**src/rtl/morse_digit_tx.sv**
```systemverilog
// Morse keyer for digits 0-9: five timed marks, then a character gap; Start taken only while ReadyY=1.
// MY rises 1 clock after accept; DoneY closes the character gap, and ErrY flags an accepted Start with D>9.
module morse_digit_tx #(
  parameter int TICK_DIV = 12500000,
  parameter int DOT_T    = 2,
  parameter int DASH_T   = 5,
  parameter int EL_GAP_T = 2,
  parameter int CH_GAP_T = 8
) (
  input  logic       C,
  input  logic       R,
  input  logic [3:0] D,
  input  logic       Start,
  output logic       ReadyY,
  output logic       MY,
  output logic       DoneY,
  output logic       ErrY
);

  localparam int TW   = $clog2(TICK_DIV);
  localparam int MAXT = (DASH_T > CH_GAP_T) ? DASH_T : CH_GAP_T;
  localparam int DW   = $clog2(MAXT + 1);

  typedef enum logic [1:0] {IDLE, MARK, SPACE, CHGAP} state_t;

  state_t        state;
  logic [TW-1:0] tickCnt;
  logic [DW-1:0] durCnt;
  logic [DW-1:0] durLast;
  logic [4:0]    pat;
  logic [2:0]    elIdx;
  logic          tickLast;
  logic          elemDone;

  // Dashes fill the tail for 0-5 and the head for 6-9; bit 4 is sent first.
  function automatic logic [4:0] digitPattern(input logic [3:0] d);
    logic [5:0] ones;
    if (d <= 4'd5) begin
      ones = (6'd1 << (4'd5 - d)) - 6'd1;
      return ones[4:0];
    end
    ones = (6'd1 << (4'd10 - d)) - 6'd1;
    return ~ones[4:0];
  endfunction

  always_comb begin
    durLast = '0;
    case (state)
      MARK:    durLast = pat[4] ? DW'(DASH_T - 1) : DW'(DOT_T - 1);
      SPACE:   durLast = DW'(EL_GAP_T - 1);
      CHGAP:   durLast = DW'(CH_GAP_T - 1);
      default: durLast = '0;
    endcase
  end

  assign tickLast = (tickCnt == TW'(TICK_DIV - 1));
  assign elemDone = tickLast && (durCnt == durLast);

  always_ff @(posedge C or posedge R) begin
    if (R) begin
      state   <= IDLE;
      tickCnt <= '0;
      durCnt  <= '0;
      pat     <= '0;
      elIdx   <= '0;
      MY      <= 1'b0;
      ReadyY  <= 1'b1;
      DoneY   <= 1'b0;
      ErrY    <= 1'b0;
    end else begin
      DoneY <= 1'b0;
      ErrY  <= 1'b0;
      // Counters restart on every state change so each element is an exact multiple of T.
      if (state != IDLE) begin
        if (elemDone) begin
          tickCnt <= '0;
          durCnt  <= '0;
        end else if (tickLast) begin
          tickCnt <= '0;
          durCnt  <= durCnt + DW'(1);
        end else begin
          tickCnt <= tickCnt + TW'(1);
        end
      end
      case (state)
        IDLE: begin
          if (Start) begin
            if (D <= 4'd9) begin
              pat    <= digitPattern(D);
              elIdx  <= '0;
              state  <= MARK;
              MY     <= 1'b1;
              ReadyY <= 1'b0;
            end else begin
              ErrY <= 1'b1;
            end
          end
        end
        MARK: begin
          if (elemDone) begin
            MY    <= 1'b0;
            state <= (elIdx == 3'd4) ? CHGAP : SPACE;
          end
        end
        SPACE: begin
          if (elemDone) begin
            MY    <= 1'b1;
            elIdx <= elIdx + 3'd1;
            pat   <= {pat[3:0], 1'b0};
            state <= MARK;
          end
        end
        CHGAP: begin
          if (elemDone) begin
            DoneY  <= 1'b1;
            ReadyY <= 1'b1;
            state  <= IDLE;
          end
        end
        default: state <= IDLE;
      endcase
    end
  end

endmodule

```
**config.mk**
```make
export PLATFORM = sky130hd
export DESIGN_NAME = morse_digit_tx
export DESIGN_NICKNAME = d
export VERILOG_FILES = /design/src/rtl/morse_digit_tx.sv
export SDC_FILE = /design/constraint.sdc
export NUM_CORES = 1
export LEC_CHECK = 0
export ABC_AREA = 1
export CORE_MARGIN = 8
export CORE_UTILIZATION = 46
export CTS_BUF_LIST = sky130_fd_sc_hd__clkbuf_8
export DETAILED_ROUTE_END_ITERATION = 16
export DONT_BUFFER_PORTS = 1
export HOLD_SLACK_MARGIN = 0.1
export SKIP_CTS_REPAIR_TIMING = 1
export SYNTH_ARGS = -nofsm -noshare
export SYNTH_HDL_FRONTEND = slang
export SYNTH_SLANG_ARGS = --single-unit
```
**constraint.sdc**
```tcl
create_clock -name C -period 2.1 [get_ports C]
set_input_delay 0.42 -clock C [delete_from_list [all_inputs] [get_ports C]]
set_output_delay 0.42 -clock C [all_outputs]
set_load 0.1 [all_outputs]
```
==> out/results.ini <==
[synth]
synth_compound_area_frac=0.0803
ys.flop_type=dfrtp_1
synth_top_family_by_area=simple AND/OR/NAND/NOR gates
syn_area_sq_um=2910
async_reset_ff_frac=1.00
synthXorXnorAreaFrac=0.0271
yosys.area_share.simple=0.384
synthMuxAreaShare=0
netlist-cell-type-count=33
yosysWarnings=0
synth.avg_cell_area_sq_um=6.76
syn_inst=431
synth_edf_count=0
synth-seq-cells=42
synthAdderAreaFrac=0.0473
ys_seq_area_frac=0.361
syn_nets=449

[die]
floorplan.rows=29
die_x_microns=95.6
start_util=0.467
dieArea_sq_um=9130
core-area_sq_um=6240
num_io_pins=11
fp.dieH_microns=95.6

[routing]
vias_per_cell=5.15
drc_errors=0
drt_iter0_markers=106
wl_per_cell_microns=12.6
vias=2682
ant_nets=0
wirelength_microns=6550
first_pass_iters=4

[sta]
fin_crit_sh=0.884
clock_skew_ns=0.0166
relSlewSlack=0.656
period_needed_ns=1.86
rsz0062_at_grt=false
setup-violations-final=0
fin_setup_tns_ns=0
setup_slack_ns=0.243
max_freq_mhz=538
finalMaxSlewViolations=0
holdWs_ns=0.198
worst_pin_slew_ns=0.516
hold_viol=0

[worst_setup_path]
r2r_start=tickCnt[0]
startpoint_type=register
worst-path-max-fanout=15
max_stage_delay_ns=0.42
r2r_setup_slack_ns=0.24
path_cells=ha_1 > nand2_2 > nor2_1 > nand2_1 > nor2_1 > nand2_2 > nand2_2 > nand2_4 > nor2_1 > nand2_1 > nand2_1
worst_path_max_delay_cell=dfrtp_1
cp_data_required_time_ns=2.36
crit_path_end_kind=register
r2r_end=pat[4]
critPathKind=reg -> reg
reg2reg_depth=11
arrival_ns=2.12

[global_routing]
grt_max_degree=17
grt_pass1_vias=2564
grt_pass1_wl_microns=11500
grtUsageTotal=0.157
antenna_found_initial=0
grt_overflow=0

[power]
power_density_nw_per_um2=475
total_leakage_power_nw=1.67
irDropWorstVdd_v=0.000350

[layout]
mostFrequentLayoutCells=119 x nand2_1, 61 x inv_1, 61 x nor2_1
diodes=0
fill_cells=657
drive_gt1_frac=0.108
final_common_cell=nand2_1
nNetsFinal=461
area_delta_synth_final_pct=8.25
final_cell_area_sq_um=3150
fin_util=0.505

[cts]
cts_tree=yes
cts_buffers=5
insertion_delay_ns=0.31
h-tree-depth=2
cts.sinks=42
cts_root_buf=clkbuf_8
clockBufferDepth=2
path_clk_slew_ns=0.10

[placement]
dpl.hpwl_microns=5060
place.gp.congestion=0.831
pre_cts_ws_ns=0.156
placed_cell_area_sq_um=3050
numPortBuffers=0

[outcome]
status=completed

[job]
max-cap-violations=0

[min_path]
whs_path_depth=2
hold_start=Start
hp-class=in -> reg
min_to=ErrY

[synthesized netlist by cell type, types with 3 or more instances]
| cell type | count | area share |
|---|---|---|
| o21ai_0 | 18 | 0.031 |
| a211oi_1 | 3 | 0.0077 |
| a21oi_1 | 8 | 0.014 |
| nand4_1 | 10 | 0.021 |
| nand3_1 | 34 | 0.058 |
| nor4_1 | 3 | 0.0064 |
| dfrtp_1 | 41 | 0.35 |
| nand2_1 | 119 | 0.15 |
| nor2_2 | 4 | 0.0086 |
| o21ai_2 | 4 | 0.012 |
| xor2_1 | 9 | 0.027 |
| inv_2 | 7 | 0.0090 |
| nand2_2 | 9 | 0.019 |
| nor2_1 | 61 | 0.079 |
| nor3_1 | 8 | 0.014 |
| inv_1 | 62 | 0.080 |
| ha_1 | 11 | 0.047 |
[stage by stage]
stage	cells	total power (W)
after floorplan	431	0.000905
after global placement	512	0.000928
after detailed placement	512	0.000929
after CTS	520	0.00152
after global routing	521	0.00156
final	521	0.00150
[metal layers]
layer  GRT usage  part of all wire  vias to the layer above
li1            -                 -                     1391
met3      0.0307             0.037                       10
met1       0.183              0.46                     1227
met5           0                 0                        -
met4      0.0576             0.021                        0
met2       0.277              0.48                       54
[how the worst max path moves through the flow]
stage | slack (ns) | to | startpoint
final | 0.24 | pat[4] | tickCnt[0]
after global routing | 0.03 | pat[4] | tickCnt[0]
after CTS | 0.23 | pat[4] | tickCnt[0]
after detailed placement | 0.16 | pat[4] | D[1]
after global placement | 0.21 | pat[4] | D[1]
after floorplan | 0.05 | pat[2] | D[1]
[power breakdown]
part           switching [W]  internal [W]  leakage (nW)
clock               0.000334      0.000249        0.0506
sequential                 0      0.000808         0.564
combinational      0.0000705     0.0000362          1.05
[critical path, delay by kind of cell (launching register included)]
kind / cells / cell delay, ns
simple gates: 10 / 1.10
flops: 1 / 0.42
fa+ha+maj: 1 / 0.28
[kinds of logic after synthesis]
family                   Yosys count
flip-flops                        42
adder cells (fa/ha/maj)           11
buffers and inverters             74
AO/OA/AOI/OAI                     40
XOR/XNOR                           9
AND/OR/NAND/NOR                  255
[final cells by class]
type | count | area [sq um] | area share
clock inverters | 3 | 28.8 | 0.00913
repair buffers | 10 | 77.6 | 0.0246
clock buffers | 5 | 68.8 | 0.0218
well taps | 77 | 96.3 | 0.0306
inverters | 69 | 259 | 0.0821
flip-flops and latches | 42 | 1050 | 0.334
multi-input cells | 315 | 1570 | 0.498
[sequential cells by signal (all words and copies together) (netlist names)]
signal and count:
tickCnt 24, durCnt 4, pat 5, state 2, MY 1, ErrY 1, ReadyY 1, DoneY 1
elIdx 3
No activity file was read; power rests on OpenSTA's default activity.
